<file path="src/rtl/sky130_fd_io__amux_break_make_seq.sv">
// -----------------------------------------------------------------------------
// sky130_fd_io__amux_break_make_seq
//
// Break-before-make sequencer for the pad-to-AMUXBUS analog switches. A
// selection request first opens both switches for BREAK_CYC cycles, then makes
// the requested connection. After a further SETTLE_CYC cycles it returns to
// idle and pulses DONE. Losing PWR_GOOD opens the bus immediately.
//
// Optional feature macro: SKY130_FD_IO_AMUX_GND_CLAMP_EN
//   defined   -> GND_CLAMP is 1 exactly during the BREAK cycles
//   undefined -> GND_CLAMP is tied 0
//
// Parameters
//   BREAK_CYC  (1..255) cycles both switches are held open before a make
//   SETTLE_CYC (0..255) cycles after a make before DONE is reported
//
// Ports
//   CLK        in   sole clock, rising edge
//   RESET      in   synchronous active-high reset
//   REQ_VALID  in   selection request presented
//   REQ_SEL    in   [1:0] 00 none, 01 AMUXBUS_A, 10 AMUXBUS_B, 11 illegal
//   REQ_READY  out  request accepted this cycle if REQ_VALID is also 1
//   PWR_GOOD   in   IO supplies valid; low forces the bus open
//   EN_A       out  pad-to-AMUXBUS_A switch enable (registered)
//   EN_B       out  pad-to-AMUXBUS_B switch enable (registered)
//   GND_CLAMP  out  pad-side bus discharge clamp (registered)
//   BUSY       out  sequence in progress (BREAK, MAKE or SETTLE)
//   DONE       out  one-cycle pulse when the selection is stable (registered)
//   ERR        out  sticky illegal-request flag, cleared only by RESET
//   DBG_STATE  out  [1:0] current FSM state (0 IDLE, 1 BREAK, 2 MAKE, 3 SETTLE)
//
// Handshake: a request transfers on a rising edge where REQ_VALID and
// REQ_READY are both 1. REQ_READY depends only on state, PWR_GOOD and RESET,
// never on REQ_VALID. A request presented while not ready is dropped; there
// is no queueing.
// -----------------------------------------------------------------------------
module sky130_fd_io__amux_break_make_seq #(
  parameter int unsigned BREAK_CYC  = 4,
  parameter int unsigned SETTLE_CYC = 2
) (
  input  logic       CLK,
  input  logic       RESET,
  input  logic       REQ_VALID,
  input  logic [1:0] REQ_SEL,
  output logic       REQ_READY,
  input  logic       PWR_GOOD,
  output logic       EN_A,
  output logic       EN_B,
  output logic       GND_CLAMP,
  output logic       BUSY,
  output logic       DONE,
  output logic       ERR,
  output logic [1:0] DBG_STATE
);

  typedef enum logic [1:0] {
    S_IDLE   = 2'd0,
    S_BREAK  = 2'd1,
    S_MAKE   = 2'd2,
    S_SETTLE = 2'd3
  } state_t;

`ifdef SKY130_FD_IO_AMUX_GND_CLAMP_EN
  localparam logic CLAMP_EN = 1'b1;
`else
  localparam logic CLAMP_EN = 1'b0;
`endif

  localparam logic [7:0] BREAK_LOAD  = 8'(BREAK_CYC - 1);
  localparam logic [7:0] SETTLE_LOAD = 8'(SETTLE_CYC);

  state_t     r_state;
  logic [7:0] r_cnt;
  logic [1:0] r_cur_sel;
  logic       r_en_a;
  logic       r_en_b;
  logic       r_clamp;
  logic       r_done;
  logic       r_err;

  logic       w_ready;
  logic       w_accept;

  assign w_ready  = (r_state == S_IDLE) && PWR_GOOD && !RESET;
  assign w_accept = REQ_VALID && w_ready;

  always_ff @(posedge CLK) begin
    if (RESET) begin
      r_state   <= S_IDLE;
      r_cnt     <= 8'd0;
      r_cur_sel <= 2'b00;
      r_en_a    <= 1'b0;
      r_en_b    <= 1'b0;
      r_clamp   <= 1'b0;
      r_done    <= 1'b0;
      r_err     <= 1'b0;
    end else begin
      r_done <= 1'b0;
      if (!PWR_GOOD) begin
        // Supply loss overrides everything short of reset, including a
        // request presented on the same edge.
        r_state   <= S_IDLE;
        r_cnt     <= 8'd0;
        r_cur_sel <= 2'b00;
        r_en_a    <= 1'b0;
        r_en_b    <= 1'b0;
        r_clamp   <= 1'b0;
      end else begin
        case (r_state)
          S_IDLE: begin
            if (w_accept) begin
              if (REQ_SEL == 2'b11) begin
                // Illegal selection: flag it, but leave the switches alone.
                r_err <= 1'b1;
              end else begin
                r_cur_sel <= REQ_SEL;
                r_state   <= S_BREAK;
                r_cnt     <= BREAK_LOAD;
                r_en_a    <= 1'b0;
                r_en_b    <= 1'b0;
                r_clamp   <= CLAMP_EN;
              end
            end
          end
          S_BREAK: begin
            if (r_cnt == 8'd0) begin
              // Make on the edge leaving BREAK so the open window is exactly
              // BREAK_CYC cycles and the clamp releases as the switch closes.
              r_state <= S_MAKE;
              r_en_a  <= (r_cur_sel == 2'b01);
              r_en_b  <= (r_cur_sel == 2'b10);
              r_clamp <= 1'b0;
            end else begin
              r_cnt <= r_cnt - 8'd1;
            end
          end
          S_MAKE: begin
            if (SETTLE_CYC == 0) begin
              r_state <= S_IDLE;
              r_done  <= 1'b1;
            end else begin
              r_state <= S_SETTLE;
              r_cnt   <= SETTLE_LOAD;
            end
          end
          S_SETTLE: begin
            if (r_cnt == 8'd0) begin
              r_state <= S_IDLE;
              r_done  <= 1'b1;
            end else begin
              r_cnt <= r_cnt - 8'd1;
            end
          end
          default: r_state <= S_IDLE;
        endcase
      end
    end
  end

  assign REQ_READY = w_ready;
  assign EN_A      = r_en_a;
  assign EN_B      = r_en_b;
  assign GND_CLAMP = r_clamp;
  assign BUSY      = (r_state != S_IDLE);
  assign DONE      = r_done;
  assign ERR       = r_err;
  assign DBG_STATE = r_state;

endmodule

</file>
<file path="config.mk">
export PLATFORM = sky130hd
export DESIGN_NAME = sky130_fd_io__amux_break_make_seq
export DESIGN_NICKNAME = d
export VERILOG_FILES = /design/src/rtl/sky130_fd_io__amux_break_make_seq.sv
export SDC_FILE = /design/constraint.sdc
export NUM_CORES = 1
export LEC_CHECK = 0
export CAP_MARGIN = 20
export CORE_MARGIN = 8
export CORE_UTILIZATION = 45
export DETAILED_ROUTE_END_ITERATION = 10
export GPL_TIMING_DRIVEN = 1
export PLACE_DENSITY = 0.71
export SLEW_MARGIN = 10
export SYNTH_ARGS = -nofsm -noshare
export SYNTH_HDL_FRONTEND = slang
export SYNTH_SLANG_ARGS = --single-unit
</file>
<file path="constraint.sdc">
create_clock -name CLK -period 2.7 [get_ports CLK]
set_input_delay 0.81 -clock CLK [delete_from_list [all_inputs] [get_ports CLK]]
set_output_delay 0.81 -clock CLK [all_outputs]
set_load 0.03 [all_outputs]
</file>
==> metrics.cfg, run 1 <==
[outcome]
status = finished clean

[sta]
worst_slack_ns = 0.1104
fin_hold_ws_ns = 0.4813
report.final.setup_viol = 0
tightest_slew_ns = 0.5376
finalCritPeriodShare_pct = 95.91
rsz0062_at_grt = no
hold_viol_final = 0
fmax_mhz = 386.2
clock_skew_ns = 0.0005325
slew_viol_final = 0
finalCriticalPeriod_ns = 2.590
slew_headroom_pct = 63.89
finalSetupTns_ns = 0

[die]
start_util_pct = 48.15
num_io_pins = 15
core-area_sq_um = 1962
die-area_sq_um = 3821
rows = 16
die_y_um = 61.82
die_x_um = 61.82

[detailed_routing]
routedWlPerCell_um = 13.48
route.detailed.drc = 0
viasPerCell = 5.616
wl_um = 2143
vias = 893
dr.pass1.iters = 4
drt_iter0_drc = 12
ant_nets = 0

[logic_synthesis]
ys_seq_area_share_pct = 33.91
synth_top_cell_by_area = dfxtp_1
yosys.area_share.simple_pct = 27.68
synth_xor_area_share_pct = 0
netlist_top_cells_count = dfxtp_1, nor2_1, a21oi_1
ys_warn_count = 0
synth-async-reset-ratio_pct = 0
synthMuxAreaShare_pct = 1.060
synth.most_common_cell = dfxtp_1
synth_edf_count = 0
syn_nets = 129
synth_top_area_share_pct = 33.91
yosysUniqueCellTypes = 38
ys.flop_type = dfxtp_1
syn_inst = 116
synth_top_family_by_area = simple AND/OR/NAND/NOR gates
syn-cell-area_sq_um = 944.7
synth_area_per_cell_sq_um = 8.144
ys_ff_latch = 16
yosys.area_share.adder_pct = 9.272
synth_compound_area_share_pct = 21.72
synth.area.top_cells = dfxtp_1, ha_1, a21oi_1, nor2_1, or4_1

[clocking]
cts_setup_buffers = 0
cts-root-buf = clkbuf_4
cts_max_path_buffers = 2
clk_latency_ns = 0.29
htree_levels = 1
cts_tree = built
clk_pin_slew_ns = 0.10
cts_inserted_buffers = 3
clock_sinks = 16

[placement]
port-buffer-count = 13
place_ws_ns = -0.1698
hpwl_um = 1620
finalWeightedCongestion = 0.7819

[worst_hold_path]
min_path_cells = 2
hp-class = flop to flop
min_to = EN_B
hp-start = EN_B

[final_layout]
syn_to_final_growth_pct = 21.19
diodes = 0
fin_nets = 146
fill_cells = 203
fin_util_pct = 58.35
drive_gt1_share_pct = 11.36

[critical_path]
crit_fanout = 8
r2r-end = r_cnt[0]
required_ns = 2.87
worstPathArrival_ns = 2.76
r2r_cells = 5
r2r-start = r_cnt[2]
cp-start-kind = input pin
crit_path_end_kind = flop
crit_start = REQ_VALID
r2r_setup_slack_ns = 0.61
criticalPathCategory = input pin to flop

[global_route]
grt_start_max_net_pins = 10
grtUsageTotal_pct = 12.48
grt_pass1_vias = 837
grt_overflow_total = 0
grt_pass1_wl_um = 3553
antenna_found_initial = 0

[power]
p_leak_nw = 0.4378
irDropWorstVdd_mv = 0.2617
power_density_nw_per_um2 = 433.9

[run]
drv_cap = 0

-- how the worst max path moves through the flow --
stage | endpoint | slack [ns] | depth (start not counted)
2_1_floorplan | REQ_READY | 0.25 | 4
3_3_place_gp | r_cnt[2] | 0.003 | 5
3_5_place_dp | r_cnt[0] | -0.17 | 6
4_1_cts | r_cnt[0] | 0.14 | 6
5_1_grt | r_cnt[0] | 0.03 | 6
6_report | r_cnt[0] | 0.11 | 6
-- worst max-delay path, cell delays in order --
cell,delay [ns]
clkdlybuf4s50_1,0.50
a21boi_0,0.45
a21oi_1,0.30
buf_4,0.22
a2111oi_0,0.40
nor3_1,0.09
-- cell families after synthesis --
kind of cell | Yosys count
AOI/OAI and AO/OA | 33
adders and majority gates | 7
buffers and inverters | 12
DFF | 16
muxes | 1
other | 1
and+or+nand+nor | 46
-- sequential cells by signal (all words and copies together) (netlist names) --
| signal | flops |
|---|---|
| DBG_STATE | 2 |
| DONE | 1 |
| EN_A | 1 |
| EN_B | 1 |
| ERR | 1 |
| r_cnt | 8 |
| r_cur_sel | 2 |
-- per-layer routing --
metal / wire, um / part of all wire [%] / global-route usage [%] / vias up
met3: 97 / 4.5 / 4.321 / 4
met4: 27 / 1.3 / 7.143 / 0
li1: - / - / - / 459
met2: 1019 / 48 / 20.09 / 16
met5: 0 / 0 / 0 / -
met1: 999 / 47 / 13.96 / 414
-- placed cells by master, fill, tap and decap left out, types with 2 or more instances in the layout --
cell type        Yosys  final
inv_1                5      5
a21o_1               2      2
nor3_1               5      5
o31ai_1              4      4
nor2_1              14     14
nand3b_1             2      2
nand2_1              2      2
a21oi_1             13     13
nor4_1               2      2
nand2b_1             2      2
nand3_1              2      2
ha_1                 7      7
and3_1               2      2
clkbuf_4             0      3
buf_4                2      6
dfxtp_1             16     16
o21ai_0              5      5
or4_1                6      6
or3_2                4      4
clkdlybuf4s50_1      0     11
-- metrics by stage --
stage	area, sq um	total power (W)	std cells
2_1_floorplan	944.7	0.0003130	116
3_3_place_gp	1110	0.0003382	155
3_5_place_dp	1110	0.0003398	155
4_1_cts	1145	0.0005015	159
5_1_grt	1145	0.0005238	159
6_report	1145	0.0004967	159
-- cell type report --
class	instances	area, sq um	area share [%]
multi-input cells	88	568.0	49.62
clock buffers	4	36.28	3.169
well taps	27	33.78	2.951
flip-flops and latches	16	320.3	27.98
inverters	6	22.52	1.967
repair buffers	18	163.9	14.32
-- what timing repair did --
item	CTS	global route
hold endpoints to repair	0	0
resized for setup	1	0
endpoints found under the setup margin	1	0
hold buffers	0	0
-- report_power, final --
part / switching [W] / leakage [nW] / internal [W]
Sequential: 0.00000513 / 0.129 / 0.000241
Clock: 0.0000796 / 0.0210 / 0.0000821
Combinational: 0.0000512 / 0.287 / 0.0000378
Total: 0.000136 / 0.438 / 0.000361
Note: power is estimated with default switching activity, not from simulation.
==> inputs of run 2 (changes only) <==
--- a/config.mk
+++ b/config.mk
@@ -8,6 +8,7 @@
 export CAP_MARGIN = 20
 export CORE_MARGIN = 8
 export CORE_UTILIZATION = 45
+export CTS_CLUSTER_SIZE = 24
 export DETAILED_ROUTE_END_ITERATION = 10
 export GPL_TIMING_DRIVEN = 1
 export PLACE_DENSITY = 0.71
==> results of run 2 <==
Same layout as run 1: the final DEF is identical, and so are final timing and power.
